===== config.mk =====
export PLATFORM = sky130hd
export DESIGN_NAME = branch_pred_queue
export DESIGN_NICKNAME = d
export VERILOG_FILES = /design/src/rtl/branch_pred_queue.sv
export SDC_FILE = /design/constraint.sdc
export NUM_CORES = 1
export LEC_CHECK = 0
export ABC_AREA = 1
export BUFFER_PORTS_ARGS = -buffer_cell sky130_fd_sc_hd__buf_2
export CORE_ASPECT_RATIO = 0.5
export CORE_UTILIZATION = 46
export DETAILED_ROUTE_END_ITERATION = 7
export PLACE_DENSITY_LB_ADDON = 0.05
export SYNTH_ARGS = -nofsm -noshare
export SYNTH_HDL_FRONTEND = slang
export SYNTH_SLANG_ARGS = --single-unit

===== constraint.sdc =====
create_clock -name clk -period 4.47 [get_ports clk]
set_input_delay 1.1175 -clock clk [delete_from_list [all_inputs] [get_ports clk]]
set_output_delay 1.1175 -clock clk [all_outputs]
set_load 0.05 [all_outputs]

===== src/rtl/branch_pred_queue.sv =====
// branch_pred_queue: in-order queue of in-flight branch predictions with training update and redirect.
// Define BPQ_GHR_REPAIR_EN to store per-entry GHR snapshots and emit repair_valid/repair_ghr.
module branch_pred_queue #(
    parameter int DEPTH     = 4,
    parameter int GHR_WIDTH = 10
) (
    input  logic                     clk,
    input  logic                     rst,
    input  logic                     flush,
    input  logic                     enq_valid,
    output logic                     enq_ready,
    input  logic [31:0]              enq_pc,
    input  logic                     enq_pred_taken,
    input  logic [31:0]              enq_pred_target,
    input  logic [GHR_WIDTH-1:0]     enq_ghr,
    input  logic                     res_valid,
    input  logic                     res_taken,
    input  logic [31:0]              res_target,
    input  logic                     res_is_cond,
    output logic                     upd_valid,
    output logic [31:0]              upd_pc,
    output logic                     upd_taken,
    output logic                     upd_is_cond,
    output logic                     mispredict,
    output logic [31:0]              redirect_pc,
    output logic                     repair_valid,
    output logic [GHR_WIDTH-1:0]     repair_ghr,
    output logic [$clog2(DEPTH):0]   count,
    output logic                     underflow_err
);
    localparam int AW = $clog2(DEPTH);
    localparam int CW = AW + 1;
    logic [31:0]    pc_q  [DEPTH];
    logic [31:0]    tgt_q [DEPTH];
    logic [DEPTH-1:0] tk_q;
    logic [AW-1:0]  head, tail;
    logic           empty, push, pop, mis, clr, pop_ok, mis_ok;
    assign empty     = count == '0;
    assign enq_ready = count != CW'(DEPTH);
    assign push      = enq_valid && enq_ready;
    assign pop       = res_valid && !empty;
    assign mis       = pop && ((tk_q[head] != res_taken) || (res_taken && tgt_q[head] != res_target));
    assign clr       = flush || mis;
    assign pop_ok    = pop && !flush;
    assign mis_ok    = mis && !flush;

    always_ff @(posedge clk) begin
        if (push && !clr) begin
            pc_q[tail]  <= enq_pc;
            tgt_q[tail] <= enq_pred_target;
            tk_q[tail]  <= enq_pred_taken;
        end
    end

    always_ff @(posedge clk or posedge rst) begin
        if (rst) begin
            head          <= '0;
            tail          <= '0;
            count         <= '0;
            upd_valid     <= 1'b0;
            upd_pc        <= '0;
            upd_taken     <= 1'b0;
            upd_is_cond   <= 1'b0;
            mispredict    <= 1'b0;
            redirect_pc   <= '0;
            underflow_err <= 1'b0;
        end else begin
            upd_valid     <= pop_ok;
            mispredict    <= mis_ok;
            underflow_err <= underflow_err || (res_valid && empty);
            if (pop_ok) begin
                upd_pc      <= pc_q[head];
                upd_taken   <= res_taken;
                upd_is_cond <= res_is_cond;
            end
            if (mis_ok)
                redirect_pc <= res_taken ? res_target : pc_q[head] + 32'd4;
            // a mispredict makes every younger entry wrong-path, so it clears like a flush
            if (clr) begin
                head  <= '0;
                tail  <= '0;
                count <= '0;
            end else begin
                head  <= head + AW'(pop);
                tail  <= tail + AW'(push);
                count <= count + CW'(push) - CW'(pop);
            end
        end
    end

`ifdef BPQ_GHR_REPAIR_EN
    logic [GHR_WIDTH-1:0] ghr_q [DEPTH];
    always_ff @(posedge clk) begin
        if (push && !clr)
            ghr_q[tail] <= enq_ghr;
    end
    always_ff @(posedge clk or posedge rst) begin
        if (rst) begin
            repair_valid <= 1'b0;
            repair_ghr   <= '0;
        end else begin
            repair_valid <= mis_ok;
            if (mis_ok)
                repair_ghr <= res_is_cond ? {ghr_q[head][GHR_WIDTH-2:0], res_taken} : ghr_q[head];
        end
    end
`else
    logic unused_ghr;
    assign unused_ghr   = ^enq_ghr;
    assign repair_valid = 1'b0;
    assign repair_ghr   = '0;
`endif
endmodule


# After elaboration in Yosys (flattened, before gate mapping)
# Memories as Yosys holds them, arrays and structs flattened.
# Index checks and enable logic that the tools add are counted.
totals:
  memories: 2
  out_inout_bits: 84
  inputBits: 114
  ram_bits: 256
  register_bits: 80
  word_cells: 51
memory_table:
  columns: ["name", "depth", "word_bits", "rd", "rd_ports_with_merged_regs", "wr", "line", "text"]
  rows:
  - ["pc_q", 4, 32, 1, 0, 1, "33", "logic [31:0] pc_q [DEPTH];"]
  - ["tgt_q", 4, 32, 1, 0, 1, "34", "logic [31:0] tgt_q [DEPTH];"]
classes:
  eq_ne: 3
  n_mux: 11
  magnitude_cmp: 3
  reduce_logical: 16
  add_sub_neg: 5
op_table:
  columns: ["op", "n"]
  rows:
  - ["$add 32x3->32 const B", 1]
  - ["$mux 32", 1]
  - ["$ne 32x32->1", 1]
  - ["$logic_and 1x1->1", 9]
  - ["$lt 2x3->1 const B", 2]
  - ["$add 2x1->2", 2]
  - ["$bwmux 4", 1]
  - ["$mux 1", 4]
  - ["$mux 2", 2]
  - ["$add 3x1->3", 1]
  - ["$logic_not 1->1", 3]
  - ["$logic_not 3->1", 1]
  - ["$logic_or 1x1->1", 3]
  - ["$mux 3", 1]
  - ["$ne 3x3->1 const B", 1]
  - ["$sub 3x1->3", 1]
  - ["$bmux 1 s2", 1]
  - ["$demux 1 s2", 1]
  - ["$ge 2x1->1 const B", 1]
  - ["$ne 1x1->1", 1]

# Longest topological paths before layout
# Gate-level depths: netlist (run 1).
depth:
  depth_word: 10
  ltp_mapped: 20
  ltp_nobuf: 17

# Worst setup path before layout (run 1)
# Ideal clock, no wire load.
synth_timing:
  path_type: "input to register"
  start: "input res_target[10]"
  end: "memory pc_q[0][0] (enable)"
  slack_ns: -0.664
  setup_ns: 0.488
  t_arrival_ns: 4.646
  t_required_ns: 3.982
  path_stages: 12
  path_buffers: 0
  path_cell_list: "inv_1 > nand3_1 > nand2_1 > nor2_1 > nand2_1 > nor2_1 > nand2_1 > nor2_1 > nand2_1 > nand2_1 > nand3_1 > nor2_1"
synth_between:
  elab_chain_cells: 9
synth_lines:
  columns: ["element", "line", "text"]
  rows:
  - ["from (decl)", "18", "input logic [31:0] res_target,"]
  - ["$ne 32x32->1", "42", "assign mis = pop && ((tk_q[head] != res_taken) || (res_taken && tgt_q[head] != res_target));"]
  - ["$logic_and 1x1->1", "42", null]
  - ["$logic_or 1x1->1", "42", null]
  - ["$logic_and 1x1->1", "42", null]
  - ["$logic_or 1x1->1", "43", "assign clr = flush || mis;"]
  - ["$logic_not 1->1", "48", "if (push && !clr) begin"]
  - ["$logic_and 1x1->1", "48", null]
  - ["$mux 1", "48", null]
  - ["$mux 1 (not written as such)", "49", "pc_q[tail] <= enq_pc;"]
  - ["to (decl)", "33", null]
# No other way between the ends.

# Final worst setup path (run 1)
layout_timing:
  start: "register head[0]"
  end: "memory tgt_q[1][29] (enable)"
layout_between:
  elab_chain_cells: 10
  word_cells_on_any_way: 13
  classes_between: "2 x eq/ne; 4 x mux; 6 x reduce/logical; 1 x memory"
layout_lines:
  columns: ["element", "line", "text"]
  rows:
  - ["from (decl)", "36", "logic [AW-1:0] head, tail;"]
  - ["from (signal assigned)", "84", "head <= head + AW'(pop);"]
  - ["$mem_v2 4x32 / $bmux 1 s2 (equally long branches)", null, null]
  - ["$ne 32x32->1 / $mux 1 (equally long branches)", "42", null]
  - ["$logic_and 1x1->1 / $ne 1x1->1 (equally long branches)", "42", null]
  - ["$logic_or 1x1->1 *", "42", null]
  - ["$logic_and 1x1->1 *", "42", null]
  - ["$logic_or 1x1->1 *", "43", null]
  - ["$logic_not 1->1 *", "48", null]
  - ["$logic_and 1x1->1 *", "48", null]
  - ["$mux 1 *", "48", null]
  - ["$mux 1 (not written as such) *", "50", "tgt_q[tail] <= enq_pred_target;"]
  - ["to (decl)", "34", null]
# Every way passes the cells marked *; elsewhere a longest branch is shown, timed or not. The select of a mux whose other input is x is not followed.

==> out/summary.txt, run 1 <==
status: finished with violations
failing checks: DRC
Worst-path clk slew: 0.07 ns
post-CTS sizing: 0
CP max FO: 46
Area contributors post-synth: edfxtp_1, nand2_1, dfrtp_1
Clock Power Share: 26.1%
vias in the first global route: 11200
most common cell in the netlist: nand2_1
via count: 11700
final std cells w/o fill: 2224
CP Data Required Time: 4.63 ns
Synth cell types: 36
post-DP HPWL: 28300 um
clock sink count: 336
gr ovfl total: 0
Die Ht: 131 um
Hold WC Path Type: reg -> reg
critical path's slowest cell: dfrtp_4
unrepaired setup endpoints after global routing: false
Area Overhead vs Synth: 14.9%
deepest clock path buffer count: 3
minimum clock period: 3.69 ns
crit path kind: reg -> reg
final net count: 1883
crit-path cells: buf_4 -> nand2_1 -> nand3_1 -> nand2_1 -> nand2_1 -> nand2_1 -> nor2_1 -> nand2_1 -> nor2_1 -> nand2_1 -> nor2_1 -> nand2_1 -> nand2_1 -> nand3_1 -> nor2_4 -> buf_4
final setup vio count: 0
IO Count: 198
routability congestion estimate: 0.854
Psw: 4.62 mW
DRT Pass-1 Iters: 7
Starting Density: 47.7%
Placed Cells: 2159
Final ANT Viol Nets: 0
synthesized area: 0.0154 mm2
row cnt: 46
largest net degree at the start of global routing: 88
final-layout fill cell count: 2880
compound-gate portion of the synthesized area: 2.23%
Synth top area share: 50.7%
Final Total Pwr: 11.1 mW
Worst R2R Path Depth: 16
combinational share of power: 37.0%
largest family of logic cells by synthesized area: simple AND/OR/NAND/NOR gates
final-report hold violation count: 0
Synth Area in XOR/XNOR: 0.910%
most frequent CP cell: nand2_1
post-CTS setup buffer count: 0
sequential power share: 36.9%
Max Slew Vio Count: 0
vias per cell: 5.27
post-layout util: 54.8%
register area share after synthesis: 63.1%
Post-Synth Simple-Gate Area: 28.1%
CP Capture Type: flip-flop
Root Buffer: clkbuf_16
stages on the worst setup path: 16
Routed WL: 42800 um
global-route wire length before repair: 65600 um
arrival time at the worst endpoint: 3.85 ns
gr usage total: 25.4%
Post-Synth Adder-Cell Area: 0.536%
register bit total from synthesis: 336
cts-stage hold buffer count: 0
Pint: 6.48 mW
Crit path largest cell delay: 0.71 ns
Worst Path Buf+Inv: 2
post-synth top area cell: edfxtp_1
initial antenna violation count: 5
area of the core: 0.0323 mm2
Max VDD drop: 0.000333 V
wire length per cell: 19.3 um
synth warn: 0
Post-route DRC: 8
max_cap viols: 0
TritonCTS Buffers: 34
Die Footprint: 0.0343 mm2
Worst setup SP type: flip-flop
period utilization: 82.5%
top_reg_cell synth: edfxtp_1
Slew headroom: 33.7%
htree depth: 2
Leak: 7.68 nW
pwr dens: 627 mW/mm2
Commonest cells post-synth: nand2_1, edfxtp_1, nand3_1
hold path cells: 1
Switching Share: 41.6%
clock latency at the later pin of the worst-skew pair: 0.53 ns
mux contribution to synthesized area: 0%
DIE WIDTH: 261 um
EDFF count, synth: 260
Mean Syn Cell Area: 9.64 um2
Async S/R FF share, synth: 22.6%
slew of the pin with the lowest slew margin: 0.993 ns
Fin Clk Skew: 0.0171 ns
Iteration-0 DRC Markers: 945
family with the most delay on the worst path: simple AND/OR/NAND/NOR gates
fmax: 271 MHz
Port Buf Inserts: 176
CTS tree: done
Syn Inst Count: 1597
share of cells above drive strength 1: 16.0%
-- cell usage in the layout (no fill, tap or decap), types with 2 or more instances in the layout --
master and instances:
xnor2_1 4, a31oi_1 5, buf_4 18, buf_12 6, o22ai_1 3, nor2_2 9
o21ai_1 2, conb_1 11, xor2_1 12, diode_2 4, bufinv_16 2, nand2_1 697
nand2_2 6, nand3_1 197, inv_1 52, dfrtp_1 74, buf_2 176, clkbuf_16 37
clkbuf_8 2, nand3_2 4, nor2_4 9, ha_1 5, nand3b_1 12, o21ai_0 51
nand4_1 9, a21oi_1 2, nor2_1 90, clkinv_2 7, clkbuf_1 9, clkinv_1 3
inv_2 2, edfxtp_1 260
-- layer usage --
layer  GRT usage [%]  routed length, um
met3            4.32               2960
met2            39.5              19500
met1            36.6              19400
met4            7.28               1030
met5               0                  0
-- sequential cells by signal, summed over array words and instances, names as in the netlist --
| signal | count |
|---|---|
| tk_q | 4 |
| upd_valid | 1 |
| redirect_pc | 32 |
| tgt_q | 128 |
| mispredict | 1 |
| count | 3 |
| pc_q | 128 |
| upd_taken | 1 |
| upd_pc | 32 |
| upd_is_cond | 1 |
| underflow_err | 1 |
| tail | 2 |
| head | 2 |
-- cell families after synthesis --
| logic type | count (synthesis) |
|---|---|
| DFF | 336 |
| other | 1 |
| AOI/OAI and AO/OA | 65 |
| adders and majority gates | 6 |
| buffers and inverters | 137 |
| xor gates and xnor gates | 16 |
| and+or+nand+nor | 1036 |
-- area by class of cell --
cell class | instances | area (um2) | share of cell area, %
Clock buffer | 48 | 987 | 5.58
Antenna cell | 4 | 10.0 | 0.0566
Tap cell | 432 | 541 | 3.05
Sequential cell | 336 | 9710 | 54.9
Timing Repair Buffer | 200 | 1140 | 6.42
Multi-Input combinational cell | 1134 | 4960 | 28.0
Inverter | 57 | 223 | 1.26
Clock inverter | 13 | 130 | 0.735
-- path summary, 6_finish.rpt --
kind / from / endpoint / slack (ns)
worst max-delay path: head[0] / tgt_q[1][29] / 0.78
max in group asynchronous: rst / head[0] / 3.01
worst max register to register: head[0] / tgt_q[1][29] / 0.78
worst min-delay path: underflow_err / underflow_err / 0.47
worst min register to register: underflow_err / underflow_err / 0.47
min in group asynchronous: rst / upd_pc[29] / 0.66
-- per-stage QoR --
step | setup slack [ns] | area [um2] | TNS [ns] | hold WS [ns]
2_1_floorplan | -0.664 | 15400 | -172.68 | 0.565
3_5_place_dp | 0.806 | 16600 | 0 | 0.453
3_3_place_gp | 0.795 | 16600 | 0 | 0.449
6_report | 0.783 | 17700 | 0 | 0.470
5_1_grt | 0.481 | 17700 | 0 | 0.494
4_1_cts | 0.782 | 17700 | 0 | 0.469
-- power by group through the flow --
stage	Clock [mW]	Sequential (mW)	Combinational [mW]
after CTS	2.94	4.10	4.13
after global placement	0	4.15	4.06
after global routing	3.07	4.14	4.48
after floorplan	0	5.15	2.06
after detailed placement	0	4.16	4.11
final	2.89	4.10	4.11
(Power assumes the default switching activity.)
==> inputs of run 2 (changes only) <==
==> constraint.sdc (replaced) <==
create_clock -name clk -period 3.3 [get_ports clk]
set_input_delay 0.825 -clock clk [delete_from_list [all_inputs] [get_ports clk]]
set_output_delay 0.825 -clock clk [all_outputs]
set_load 0.05 [all_outputs]
==> out/summary.txt, run 2 (synthesized netlist as in run 1, its figures left out) <==
GR Util met1: 35.2%
Hold WC Path Type: in -> async
Root Buffer: clkbuf_16
CP Capture Type: flip-flop
CP max FO: 34
DIE WIDTH: 261 um
unrepaired setup endpoints after global routing: false
IO Count: 198
CTS tree: done
slew of the pin with the lowest slew margin: 0.967 ns
Fin Clk Skew: 0.0162 ns
Worst setup SP type: flip-flop
CP Data Required Time: 3.57 ns
Port Buf Inserts: 176
largest net degree at the start of global routing: 69
Max VDD drop: 0.000430 V
crit path kind: reg -> reg
Iteration-0 DRC Markers: 964
gr usage total: 25.2%
failing checks: DRC
Final Total Pwr: 14.8 mW
vias per cell: 5.25
DRT Pass-1 Iters: 7
Reg2Reg Setup Slack: 0.26 ns
deepest clock path buffer count: 3
final std cells w/o fill: 2234
period utilization: 92.0%
share of cells above drive strength 1: 16.4%
Starting Density: 47.7%
final net count: 1896
Die Ht: 131 um
arrival time at the worst endpoint: 3.31 ns
minimum clock period: 3.04 ns
wire length per cell: 19.2 um
via count: 11700
status: finished with violations
GRT met3 Usage: 4.73%
final setup vio count: 0
Final ANT Viol Nets: 0
pre-CTS setup slack: 0.0933 ns
Post-route DRC: 12
final-report hold violation count: 0
most frequent cells in the layout: nand2_1, edfxtp_1, nand3_1, buf_2, nor2_1
clock latency at the later pin of the worst-skew pair: 0.59 ns
hold_ws: 0.350 ns
gr ovfl total: 0
Area Overhead vs Synth: 15.9%
row cnt: 46
clock sink count: 336
Die Footprint: 0.0343 mm2
htree depth: 1
TritonCTS Buffers: 31
global-route wire length before repair: 65300 um
max_cap viols: 0
area of the core: 0.0323 mm2
routability congestion estimate: 0.884
Placed Cells: 2168
grt peak-use layer: met2
Worst-path clk slew: 0.07 ns
Leak: 7.73 nW
Largest regs: pc_q (128), tgt_q (128)
cts-stage hold buffer count: 0
vias in the first global route: 11400
commonest non-fill, non-tap cell in the layout: nand2_1
Routed WL: 43000 um
met2 Use GR: 40.7%
Max Slew Vio Count: 0
fin worst setup slack: 0.264 ns
final setup TNS: 0 ns
Slew headroom: 35.4%
fmax: 329 MHz
pwr dens: 830 mW/mm2
initial antenna violation count: 1
post-DP HPWL: 28800 um
[run 2: cell types whose count changed in the layout (fill, tap and decap cells not counted), sizes merged]
| cell | previous run | this run |
|---|---|---|
| buf | 200 | 213 |
| clkbuf | 48 | 43 |
| clkinv | 12 | 17 |
| diode | 4 | 1 |
[run 2: worst max-delay path: stages (launching register included)]
cell       delay, ns
dfrtp_4         0.60
clkbuf_16       0.26
nand2_1         0.08
nand3_1         0.10
nand3b_1        0.11
nand2_1         0.06
nor2_1          0.14
nand2_1         0.07
nor2_1          0.20
nand2_1         0.08
nor2_1          0.09
nand2_1         0.09
nand2_1         0.14
nand3_4         0.15
nor2_4          0.20
buf_4           0.14
buf_12          0.19
[run 2: routing by layer]
metal | wire length (um) | vias up | part of all wire [%]
met4 | 944 | 0 | 2.2
met5 | 0 | - | 0
met2 | 19900 | 345 | 46
met3 | 2790 | 60 | 6.5
met1 | 19400 | 5684 | 45
li1 | - | 5640 | -
[run 2: repair_timing]
item	in CTS	in global routing
gates resized for setup	0	12
endpoints found under the setup margin	0	275
buffers inserted	0	4
hold endpoints to repair	0	0
[run 2: report_power, final]
| group | internal [mW] | leakage (nW) | total [mW] | switching, mW |
|---|---|---|---|---|
| registers | 5.22 | 3.31 | 5.53 | 0.316 |
| logic | 1.43 | 3.96 | 5.78 | 4.35 |
| clock network | 1.90 | 0.467 | 3.49 | 1.59 |
| total | 8.55 | 7.73 | 14.8 | 6.25 |
[run 2: layout make-up]
class | count | area, um2
diodes | 1 | 2.50
clock buffers | 41 | 823
clock inverters | 17 | 133
fillers | 2857 | 14500
inverters | 57 | 241
multi-input cells | 1134 | 4970
flip-flops and latches | 336 | 9710
well taps | 432 | 541
repair buffers | 215 | 1400
repair inverters | 1 | 16.3
[run 2: worst paths after layout]
path                            cells after the start             to           startpoint
worst min-delay path                                2     upd_pc[16]                  rst
min in group clk                                    1   tgt_q[1][21]  enq_pred_target[21]
max in group asynchronous                           3        head[0]                  rst
worst max register to register                     16    pc_q[2][24]              head[0]
worst max-delay path                               16    pc_q[2][24]              head[0]
worst min register to register                      1  underflow_err        underflow_err
[run 2: metrics by stage]
stage               utilization [%]  cell area, um2
global placement               51.8           16700
CTS                            54.8           17700
floorplan                         -           15400
global route                   55.2           17800
finish                         55.2           17800
detailed placement             51.8           16700
==> inputs of run 3 (changes only) <==
--- a/config.mk
+++ b/config.mk
@@ -8,9 +8,8 @@
 export ABC_AREA = 1
 export BUFFER_PORTS_ARGS = -buffer_cell sky130_fd_sc_hd__buf_2
 export CORE_ASPECT_RATIO = 0.5
-export CORE_UTILIZATION = 46
+export CORE_UTILIZATION = 40
 export DETAILED_ROUTE_END_ITERATION = 7
-export PLACE_DENSITY_LB_ADDON = 0.05
 export SYNTH_ARGS = -nofsm -noshare
 export SYNTH_HDL_FRONTEND = slang
 export SYNTH_SLANG_ARGS = --single-unit
==> out/summary.txt, run 3 (synthesized netlist as in run 1, its figures left out) <==
arrival time at the worst endpoint: 3.46 ns
post-CTS setup buffer count: 0
wire length per cell: 17.7 um
Leak: 7.71 nW
Area Overhead vs Synth: 16.3%
Worst setup SP type: flip-flop
period utilization: 91.0%
gr usage total: 20.8%
gr ovfl total: 0
Die Footprint: 0.0393 mm2
FF/Latch Area: 0.00971 mm2
final-layout fill cell count: 3551
post-DP HPWL: 28100 um
max_cap viols: 0
Cell Area, Placed: 0.0168 mm2
deepest clock path buffer count: 3
crit path kind: reg -> reg
vias in the first global route: 10500
routability congestion estimate: 0.917
Starting Density: 40.9%
CP max FO: 52
area of the multi-input gates: 0.00496 mm2
Root Buffer: clkbuf_16
Port Buf Inserts: 176
Fin Clk Skew: 0.0197 ns
slew of the pin with the lowest slew margin: 0.983 ns
Final ANT Viol Nets: 0
Max Slew Vio Count: 0
CP Data Required Time: 3.76 ns
vias per cell: 4.95
Hold WC Path Type: in -> async
largest net degree at the start of global routing: 74
pwr dens: 830 mW/mm2
clock latency at the later pin of the worst-skew pair: 0.58 ns
TritonCTS Buffers: 31
final net count: 1887
share of cells above drive strength 1: 16.0%
htree depth: 1
DRT Pass-1 Iters: 5
minimum clock period: 3.00 ns
row cnt: 50
Iteration-0 DRC Markers: 857
unrepaired setup endpoints after global routing: false
Max VDD drop: 0.000381 V
CP Capture Type: flip-flop
Slew headroom: 34.5%
Die Ht: 141 um
most frequent cells in the layout: nand2_1, edfxtp_1, nand3_1, buf_2, nor2_1
clock sink count: 336
via count: 11500
global-route wire length before repair: 62200 um
IO Count: 198
DIE WIDTH: 279 um
Largest regs: pc_q (128), tgt_q (128)
final setup vio count: 0
commonest non-fill, non-tap cell in the layout: nand2_1
cell area after layout: 0.0179 mm2
Post-route DRC: 0
initial antenna violation count: 6
Worst-path clk slew: 0.07 ns
final-report hold violation count: 0
status: finished, final reports clean
Routed WL: 41000 um
CTS tree: done
area of the core: 0.0377 mm2
post-layout util: 47.6%
fmax: 333 MHz
[run 3: changes by cell type in the layout (fill, tap and decap cells not counted), sizes merged]
cell / delta
bufinv: +2
clkbuf: +1
diode: +3
clkinv: -6
clkinvlp: +1
buf: -7
[run 3: final timing paths]
path / from / endpoint / slack (ns) / cells after the start
setup / recovery: head[0] / redirect_pc[28] / 0.30 / 16
min in group clk: res_is_cond / upd_is_cond / 0.45 / 3
max in group asynchronous: rst / upd_taken / 2.39 / 3
hold reg to reg: upd_is_cond / upd_is_cond / 0.47 / 2
hold / removal: rst / upd_pc[31] / 0.28 / 2
setup reg to reg: head[0] / redirect_pc[28] / 0.30 / 16
[run 3: layer usage]
layer  up-vias  track usage, %  part of all wire, %  routed length (um)
li1       5623               -                    -                   -
met1      5451            27.8                   44               18100
met2       323            35.7                   48               19800
met3        52            3.35                  6.0                2450
met4         4            4.57                  1.6                 658
met5         -               0                0.054                  22
[run 3: per-stage QoR]
step / setup slack (ns) / hold slack, ns / total power [mW] / instances / setup TNS, ns
after floorplan: -0.566 / 0.565 / 9.77 / 1607 / -147.14
after global placement: 0.278 / 0.450 / 11.3 / 2253 / 0
after detailed placement: 0.248 / 0.453 / 11.3 / 2253 / 0
after CTS: 0.224 / 0.280 / 14.9 / 2311 / 0
after global routing: 0.000895 / 0.303 / 15.7 / 2315 / 0
final: 0.298 / 0.276 / 14.9 / 2316 / 0
[run 3: repair_timing]
action / CTS / global route
hold buffers: 0 / 0
setup endpoints to repair: 0 / 2
gates resized for setup: 0 / 3
[run 3: worst max-delay path: stages (launching register included)]
cell and delay (ns):
dfrtp_4 0.53, clkinv_8 0.21, buf_12 0.27, nor2_1 0.07, nor2_1 0.09, o21ai_0 0.12, nand2_2 0.12, ha_1 0.20
nand3_2 0.11, nor2_1 0.22, nand3_1 0.18, nor2_1 0.21, nand3_1 0.10, nand3_1 0.20, nand2_1 0.08, nand3_1 0.08
nand2_1 0.05
[run 3: report_power, final]
group	switching [mW]	internal, mW	total (mW)
sequential	0.288	5.22	5.50
clock	1.52	2.09	3.61
combinational	4.32	1.43	5.76
[run 3: cell type report]
type | instances | area share, %
clock inverter | 15 | 0.992
inverter | 57 | 1.27
antenna | 4 | 0.0559
tap | 520 | 3.63
multi-input combinational | 1134 | 27.7
timing repair buffer | 207 | 7.45
clock buffer | 43 | 4.69
sequential | 336 | 54.2
